===== src/rtl/regfile_wb_sched_pkg.sv =====
// Shared types for the register-file writeback scheduler.
//   src_e     : writeback source index (load, ALU, base-address increment)
//   prio_e    : priority order handed to the picker
//   wb_req_t  : one writeback request {valid, addr, data}
//   pick_req  : returns one of three requests, chosen by source index
package regfile_wb_sched_pkg;

  localparam int REG_ADDR_W = 5;
  localparam int XLEN       = 32;

  typedef enum logic [1:0] {
    SRC_LD  = 2'd0,
    SRC_ALU = 2'd1,
    SRC_INC = 2'd2
  } src_e;

  // Any encoding other than PRIO_LD_INC_ALU falls back to the default order.
  typedef enum logic [1:0] {
    PRIO_LD_ALU_INC = 2'd0,
    PRIO_LD_INC_ALU = 2'd1
  } prio_e;

  typedef struct packed {
    logic                  valid;
    logic [REG_ADDR_W-1:0] addr;
    logic [XLEN-1:0]       data;
  } wb_req_t;

  function automatic wb_req_t pick_req(input src_e s, input wb_req_t ld,
                                       input wb_req_t alu, input wb_req_t inc);
    case (s)
      SRC_LD:  return ld;
      SRC_ALU: return alu;
      SRC_INC: return inc;
      default: return '0;
    endcase
  endfunction

endpackage


===== src/rtl/regfile_wb_sched_if.sv =====
// Writeback bus between the three pipeline sources and the register file.
//   ld_* / alu_* / inc_* : valid/ready request handshakes with address and data
//   wen0/1, waddr0/1, wdata0/1 : register-file write ports
//   drop_cnt : saturating count of collision-dropped writes
// Modports: master = pipeline/register-file side, slave = scheduler.
interface regfile_wb_sched_if;
  import regfile_wb_sched_pkg::*;

  logic                  ld_valid,  ld_ready;
  logic [REG_ADDR_W-1:0] ld_addr;
  logic [XLEN-1:0]       ld_data;
  logic                  alu_valid, alu_ready;
  logic [REG_ADDR_W-1:0] alu_addr;
  logic [XLEN-1:0]       alu_data;
  logic                  inc_valid, inc_ready;
  logic [REG_ADDR_W-1:0] inc_addr;
  logic [XLEN-1:0]       inc_data;

  logic                  wen0, wen1;
  logic [REG_ADDR_W-1:0] waddr0, waddr1;
  logic [XLEN-1:0]       wdata0, wdata1;
  logic [7:0]            drop_cnt;

  modport master (
    output ld_valid, ld_addr, ld_data,
    output alu_valid, alu_addr, alu_data,
    output inc_valid, inc_addr, inc_data,
    input  ld_ready, alu_ready, inc_ready,
    input  wen0, waddr0, wdata0, wen1, waddr1, wdata1, drop_cnt
  );

  modport slave (
    input  ld_valid, ld_addr, ld_data,
    input  alu_valid, alu_addr, alu_data,
    input  inc_valid, inc_addr, inc_data,
    output ld_ready, alu_ready, inc_ready,
    output wen0, waddr0, wdata0, wen1, waddr1, wdata1, drop_cnt
  );

endinterface


===== src/rtl/regfile_wb_sched_wb_prio_pick.sv =====
// Combinational selection of up to two writes among three requests.
//   req_ld_i, req_alu_i, req_inc_i : incoming requests
//   prio_i   : priority order (ld>alu>inc or ld>inc>alu)
//   grant_o  : per-source ready, indexed by src_e
//   port0_o  : request issued on write port 0 (valid = issue)
//   port1_o  : request issued on write port 1 (valid = issue)
//   drop_o   : a granted write was discarded due to an address collision
module wb_prio_pick
  import regfile_wb_sched_pkg::*;
(
  input  wb_req_t    req_ld_i,
  input  wb_req_t    req_alu_i,
  input  wb_req_t    req_inc_i,
  input  prio_e      prio_i,
  output logic [2:0] grant_o,
  output wb_req_t    port0_o,
  output wb_req_t    port1_o,
  output logic       drop_o
);

  wb_req_t    req [3];
  src_e       ord [3];
  logic [1:0] slots;

  always_comb begin
    req[SRC_LD]  = req_ld_i;
    req[SRC_ALU] = req_alu_i;
    req[SRC_INC] = req_inc_i;

    ord[0] = SRC_LD;
    if (prio_i == PRIO_LD_INC_ALU) begin
      ord[1] = SRC_INC;
      ord[2] = SRC_ALU;
    end else begin
      ord[1] = SRC_ALU;
      ord[2] = SRC_INC;
    end

    grant_o = '0;
    port0_o = '0;
    port1_o = '0;
    drop_o  = 1'b0;
    slots   = '0;

    // r0 writes are consumed without taking a slot, so a stalled source
    // can use the freed slot. A collided write still takes its slot but
    // not a port; only one drop is possible per cycle.
    for (int i = 0; i < 3; i++) begin
      if (req[ord[i]].valid) begin
        if (req[ord[i]].addr == '0) begin
          grant_o[ord[i]] = 1'b1;
        end else if (slots != 2'd2) begin
          grant_o[ord[i]] = 1'b1;
          if (slots == 2'd0) begin
            port0_o = req[ord[i]];
          end else if (req[ord[i]].addr == port0_o.addr) begin
            drop_o = 1'b1;
          end else begin
            port1_o = req[ord[i]];
          end
          slots = slots + 2'd1;
        end
      end
    end
  end

endmodule


===== src/rtl/regfile_wb_sched.sv =====
// Writeback scheduler in front of the register file's two write ports.
//   clk, rst : clock and synchronous active-high reset
//   bus      : request handshakes in, registered write ports and drop count out
// STARVE_LIMIT (1..15): stalled cycles of the increment source before it is
// promoted above the ALU.
module regfile_wb_sched
  import regfile_wb_sched_pkg::*;
#(
  parameter int unsigned STARVE_LIMIT = 4
) (
  input logic              clk,
  input logic              rst,
  regfile_wb_sched_if.slave bus
);

  wb_req_t    req_ld, req_alu, req_inc;
  wb_req_t    port0, port1;
  logic [2:0] grant;
  logic       drop;
  prio_e      prio;
  logic       boost;

  logic [3:0]            starve_q, starve_d;
  logic [7:0]            drop_q, drop_d;
  logic                  wen0_q, wen1_q;
  logic [REG_ADDR_W-1:0] waddr0_q, waddr1_q;
  logic [XLEN-1:0]       wdata0_q, wdata1_q;

  assign req_ld  = {bus.ld_valid,  bus.ld_addr,  bus.ld_data};
  assign req_alu = {bus.alu_valid, bus.alu_addr, bus.alu_data};
  assign req_inc = {bus.inc_valid, bus.inc_addr, bus.inc_data};

  // Promote in the cycle that would be the STARVE_LIMIT-th stalled one.
  assign boost = bus.inc_valid && ((32'(starve_q) + 32'd1) >= STARVE_LIMIT);
  assign prio  = boost ? PRIO_LD_INC_ALU : PRIO_LD_ALU_INC;

  wb_prio_pick u_pick (
    .req_ld_i  (req_ld),
    .req_alu_i (req_alu),
    .req_inc_i (req_inc),
    .prio_i    (prio),
    .grant_o   (grant),
    .port0_o   (port0),
    .port1_o   (port1),
    .drop_o    (drop)
  );

  assign bus.ld_ready  = grant[SRC_LD]  & ~rst;
  assign bus.alu_ready = grant[SRC_ALU] & ~rst;
  assign bus.inc_ready = grant[SRC_INC] & ~rst;

  always_comb begin
    starve_d = '0;
    if (bus.inc_valid && !grant[SRC_INC])
      starve_d = (starve_q == 4'hF) ? starve_q : starve_q + 4'd1;
    drop_d = drop_q;
    if (drop && drop_q != 8'hFF)
      drop_d = drop_q + 8'd1;
  end

  always_ff @(posedge clk) begin
    if (rst) begin
      starve_q <= '0;
      drop_q   <= '0;
      wen0_q   <= 1'b0;
      wen1_q   <= 1'b0;
      waddr0_q <= '0;
      waddr1_q <= '0;
      wdata0_q <= '0;
      wdata1_q <= '0;
    end else begin
      starve_q <= starve_d;
      drop_q   <= drop_d;
      wen0_q   <= port0.valid;
      wen1_q   <= port1.valid;
      if (port0.valid) begin
        waddr0_q <= port0.addr;
        wdata0_q <= port0.data;
      end
      if (port1.valid) begin
        waddr1_q <= port1.addr;
        wdata1_q <= port1.data;
      end
    end
  end

  assign bus.wen0     = wen0_q;
  assign bus.waddr0   = waddr0_q;
  assign bus.wdata0   = wdata0_q;
  assign bus.wen1     = wen1_q;
  assign bus.waddr1   = waddr1_q;
  assign bus.wdata1   = wdata1_q;
  assign bus.drop_cnt = drop_q;

endmodule

===== src/flat_wrapper.sv =====
// flat-port wrapper written by rule: the top's interface ports become plain ports
module regfile_wb_sched_flat import regfile_wb_sched_pkg::*;
#(
  parameter int unsigned STARVE_LIMIT = 4
)
  (clk, rst, bus_ld_valid, bus_ld_addr, bus_ld_data, bus_alu_valid, bus_alu_addr, bus_alu_data, bus_inc_valid, bus_inc_addr, bus_inc_data, bus_ld_ready, bus_alu_ready, bus_inc_ready, bus_wen0, bus_waddr0, bus_wdata0, bus_wen1, bus_waddr1, bus_wdata1, bus_drop_cnt);
  regfile_wb_sched_if bus_i ();
  input logic clk;
  input logic rst;
  input wire logic [$bits(bus_i.ld_valid)-1:0] bus_ld_valid;
  input wire logic [$bits(bus_i.ld_addr)-1:0] bus_ld_addr;
  input wire logic [$bits(bus_i.ld_data)-1:0] bus_ld_data;
  input wire logic [$bits(bus_i.alu_valid)-1:0] bus_alu_valid;
  input wire logic [$bits(bus_i.alu_addr)-1:0] bus_alu_addr;
  input wire logic [$bits(bus_i.alu_data)-1:0] bus_alu_data;
  input wire logic [$bits(bus_i.inc_valid)-1:0] bus_inc_valid;
  input wire logic [$bits(bus_i.inc_addr)-1:0] bus_inc_addr;
  input wire logic [$bits(bus_i.inc_data)-1:0] bus_inc_data;
  output wire logic [$bits(bus_i.ld_ready)-1:0] bus_ld_ready;
  output wire logic [$bits(bus_i.alu_ready)-1:0] bus_alu_ready;
  output wire logic [$bits(bus_i.inc_ready)-1:0] bus_inc_ready;
  output wire logic [$bits(bus_i.wen0)-1:0] bus_wen0;
  output wire logic [$bits(bus_i.waddr0)-1:0] bus_waddr0;
  output wire logic [$bits(bus_i.wdata0)-1:0] bus_wdata0;
  output wire logic [$bits(bus_i.wen1)-1:0] bus_wen1;
  output wire logic [$bits(bus_i.waddr1)-1:0] bus_waddr1;
  output wire logic [$bits(bus_i.wdata1)-1:0] bus_wdata1;
  output wire logic [$bits(bus_i.drop_cnt)-1:0] bus_drop_cnt;
  assign bus_i.ld_valid = bus_ld_valid;
  assign bus_i.ld_addr = bus_ld_addr;
  assign bus_i.ld_data = bus_ld_data;
  assign bus_i.alu_valid = bus_alu_valid;
  assign bus_i.alu_addr = bus_alu_addr;
  assign bus_i.alu_data = bus_alu_data;
  assign bus_i.inc_valid = bus_inc_valid;
  assign bus_i.inc_addr = bus_inc_addr;
  assign bus_i.inc_data = bus_inc_data;
  assign bus_ld_ready = bus_i.ld_ready;
  assign bus_alu_ready = bus_i.alu_ready;
  assign bus_inc_ready = bus_i.inc_ready;
  assign bus_wen0 = bus_i.wen0;
  assign bus_waddr0 = bus_i.waddr0;
  assign bus_wdata0 = bus_i.wdata0;
  assign bus_wen1 = bus_i.wen1;
  assign bus_waddr1 = bus_i.waddr1;
  assign bus_wdata1 = bus_i.wdata1;
  assign bus_drop_cnt = bus_i.drop_cnt;
  regfile_wb_sched #(.STARVE_LIMIT(STARVE_LIMIT)) u_core (.clk(clk), .rst(rst), .bus(bus_i));
endmodule

===== config.mk =====
export PLATFORM = sky130hd
export DESIGN_NAME = regfile_wb_sched_flat
export DESIGN_NICKNAME = d
export VERILOG_FILES = /design/src/rtl/regfile_wb_sched_pkg.sv /design/src/rtl/regfile_wb_sched_if.sv /design/src/rtl/regfile_wb_sched_wb_prio_pick.sv /design/src/rtl/regfile_wb_sched.sv /design/src/flat_wrapper.sv
export SDC_FILE = /design/constraint.sdc
export NUM_CORES = 1
export LEC_CHECK = 0
export BUFFER_PORTS_ARGS = -buffer_cell sky130_fd_sc_hd__buf_2
export CORE_MARGIN = 3
export CORE_UTILIZATION = 30
export DETAILED_ROUTE_END_ITERATION = 7
export PLACE_DENSITY = 0.49
export SYNTH_ARGS = -nofsm -noshare
export SYNTH_HDL_FRONTEND = slang
export SYNTH_SLANG_ARGS = --single-unit

===== constraint.sdc =====
create_clock -name clk -period 6.2 [get_ports clk]
set_input_delay 0.62 -clock clk [delete_from_list [all_inputs] [get_ports clk]]
set_output_delay 0.62 -clock clk [all_outputs]
set_load 0.01 [all_outputs]

==> results.json <==
{
  "status": "finished, final reports clean",
  "grt_max_degree": 57,
  "relSlewSlack_pct": 29.3,
  "synthMostInstantiatedCell": "nor2_1",
  "p_leak_nw": 3.27,
  "p_sw_mw": 0.596,
  "seqPwrFrac_pct": 38.7,
  "yosys-top-cells-count": "nor2_1, nand2_1, dfxtp_1, a21oi_1, o211ai_1",
  "drc": 0,
  "areaGrowthSynthToFinish_pct": 24.8,
  "yosys-top-cells-area": "dfxtp_1, o211ai_1, nor2_1",
  "syn_area_per_cell_um2": 7.30,
  "synthCells": 818,
  "drv_cap": 0,
  "drt-met1-wl_mm": 10.3,
  "grt_pass1_wl_mm": 35.7,
  "synth_top_area_share_pct": 29.5,
  "nets": 1098,
  "htreeDepth": 3,
  "std_cell_rows": 50,
  "ys_warn_count": 0,
  "p_comb_share_pct": 30.0,
  "cts_max_path_buffers": 2,
  "ys_async_sr_fraction_pct": 0,
  "dp_hpwl_mm": 15.6,
  "yosysTopAreaCell": "dfxtp_1",
  "ctsResizeCount": 0,
  "vias_per_cell": 5.29,
  "synth-main-ff-cell": "dfxtp_1",
  "wl_met2_mm": 10.3,
  "antenna_found_initial": 2,
  "die_height_um": 147,
  "ant_nets": 0,
  "finalWirelength_mm": 22.5,
  "worstHoldPathType": "flop to flop",
  "post_synth_num_cell_types": 65,
  "clockRootBuffer": "clkbuf_16",
  "start_util_pct": 31.2,
  "p_per_area_mw_per_mm2": 228,
  "tritoncts": "built",
  "cp-start-kind": "flop",
  "timing.fmax_ghz": 0.211,
  "wire_per_inst_um": 18.1,
  "postCtsSetupBuffers": 0,
  "die_w_um": 147,
  "critical_path_required_ns": 6.42,
  "place_ws_ns": 1.10,
  "critPathKind": "flop to flop",
  "path_clk_slew_ns": 0.07,
  "gp_congestion": 0.857,
  "layout_setup_ws_ns": 1.47,
  "rsz0062_at_grt": "false",
  "setup_viol": 0,
  "yosys_register_bits": 88,
  "route.met3.wl_mm": 1.65,
  "cts_hold_buf": 0,
  "grt_usage_pct": 20.4,
  "vdd.ir_drop.worst_mv": 0.129,
  "worstSkewPairLatency_ns": 0.36,
  "clock_skew_ns": 0.00904,
  "num_vias": 6572,
  "worst_slew_pin_slew_ns": 1.06,
  "endpoint_kind": "flop",
  "crit_arrival_ns": 4.95,
  "firstDrtPassIters": 5,
  "ios": 203,
  "cts_sinks": 88,
  "p_int_mw": 1.10,
  "p_clk_share_pct": 31.4,
  "top_layer_used": "met5",
  "drive_gt1_share_pct": 28.2,
  "fin_tns_setup_ns": 0,
  "critPathMaxFanout": 56,
  "switching_share_pct": 35.1,
  "final_hold_viol_count": 0,
  "dieArea_mm2": 0.0216,
  "grt_pass1_vias": 6358,
  "gr-total-overflow": 0,
  "cts_buffers": 9,
  "portBuffers": 202,
  "fin_crit_sh_pct": 76.4,
  "synth_edf_count": 0,
  "synth_seq_area_share_pct": 29.5,
  "coreArea_mm2": 0.0191,
  "netlist_area_mm2": 0.00597,
  "min_period_ns": 4.73,
  "drt_iter0_markers": 394,
  "drv_slew": 0
}
[layer usage]
layer | up-vias | global-route usage (%)
met5 | - | 0
met1 | 3068 | 27.0
met4 | 4 | 4.38
met2 | 212 | 32.9
li1 | 3264 | -
met3 | 24 | 6.26
[registers in the layout (all words and copies together) (netlist names)]
register             flops
u_core.bus.drop_cnt      8
u_core.bus.waddr0        5
u_core.bus.waddr1        5
u_core.bus.wdata0       32
u_core.bus.wdata1       32
u_core.bus.wen0          1
u_core.bus.wen1          1
u_core.starve_q          4
[layout by cell type, fill, tap and decap left out, types with 3 or more instances in the layout]
cell type / instances
a211oi_1: 6
dfxtp_1: 88
nor2b_1: 9
or4_1: 3
mux2_2: 3
clkinv_2: 3
o21ai_0: 16
nand4_1: 5
a21o_1: 35
a2111oi_0: 7
nor3_1: 14
or2_2: 3
and2_1: 3
nor4_1: 3
inv_1: 41
buf_2: 201
clkbuf_16: 9
a2111oi_2: 30
nand2b_1: 7
nand3_1: 14
o211ai_1: 66
buf_4: 10
xnor2_1: 3
and3_1: 7
nor2_1: 120
ha_1: 5
a21oi_1: 84
a222oi_1: 4
or3_1: 6
nand2_1: 116
mux2i_1: 7
[path summary, 6_finish.rpt]
path                            cells past startpoint  slack, ns                             endpoint                                 from
worst min-delay path                                2       0.51  u_core.bus.drop_cnt[6]$_SDFFE_PP0P_  u_core.bus.drop_cnt[6]$_SDFFE_PP0P_
worst max-delay path                               12       1.47    u_core.bus.wdata1[0]$_SDFFE_PP0P_      u_core.starve_q[0]$_SDFFE_PP0N_
worst max register to register                     12       1.47    u_core.bus.wdata1[0]$_SDFFE_PP0P_      u_core.starve_q[0]$_SDFFE_PP0N_
worst min register to register                      2       0.51  u_core.bus.drop_cnt[6]$_SDFFE_PP0P_  u_core.bus.drop_cnt[6]$_SDFFE_PP0P_
[cell type report]
type                            instances  area, um2
Fill cell                            2116      11700
Timing Repair Buffer                  212       1100
Clock inverter                          5       31.3
Antenna cell                            1       2.50
Tap cell                              260        325
Inverter                               42        158
Clock buffer                           11        243
Sequential cell                        88       1760
Multi-Input combinational cell        624       3830
[kinds of logic (layout without fill, tap and decap cells)]
family,after synthesis,after routing,share of synthesized area [%]
AO/OA/AOI/OAI,281,281,36.0
XOR/XNOR,5,5,0.734
adder cells (fa/ha/maj),5,5,1.05
buffers and inverters,107,270,7.29
flip-flops,88,88,29.5
multiplexers,11,11,1.97
other,1,3,0.0628
AND/OR/NAND/NOR,320,320,23.3
[power groups by stage]
stage               combinational (mW)  sequential (mW)  clock, mW
finish                           0.508            0.655      0.532
global placement                 0.512            0.669          0
floorplan                        0.290            0.690          0
detailed placement               0.511            0.668          0
CTS                              0.514            0.656      0.551
global route                     0.566            0.662      0.571
[worst max-delay path, stage by stage, from the launching register on]
cell and delay (ns):
dfxtp_1 0.41, ha_1 0.27, and2_1 0.32, a211oi_1 0.12, buf_4 0.20, nor2_4 0.18, buf_4 0.51, mux2i_1 0.32
xor2_1 0.11, nor3_1 0.59, nor2_1 0.22, a41o_2 0.69, a2111oi_0 0.58
[per-stage QoR]
| step | cells | cell area [um2] | hold slack (ns) | utilization, % | total power, mW |
|---|---|---|---|---|---|
| 4_1_cts | 1242 | 7450 | 0.507 | 38.9 | 1.72 |
| 5_1_grt | 1242 | 7450 | 0.530 | 38.9 | 1.80 |
| 6_report | 1243 | 7450 | 0.506 | 38.9 | 1.70 |
| 3_3_place_gp | 1226 | 7180 | 0.496 | 37.5 | 1.18 |
| 3_5_place_dp | 1226 | 7180 | 0.492 | 37.5 | 1.18 |
| 2_1_floorplan | 819 | 5970 | 0.507 | - | 0.979 |
No activity file was read; power rests on OpenSTA's default activity.
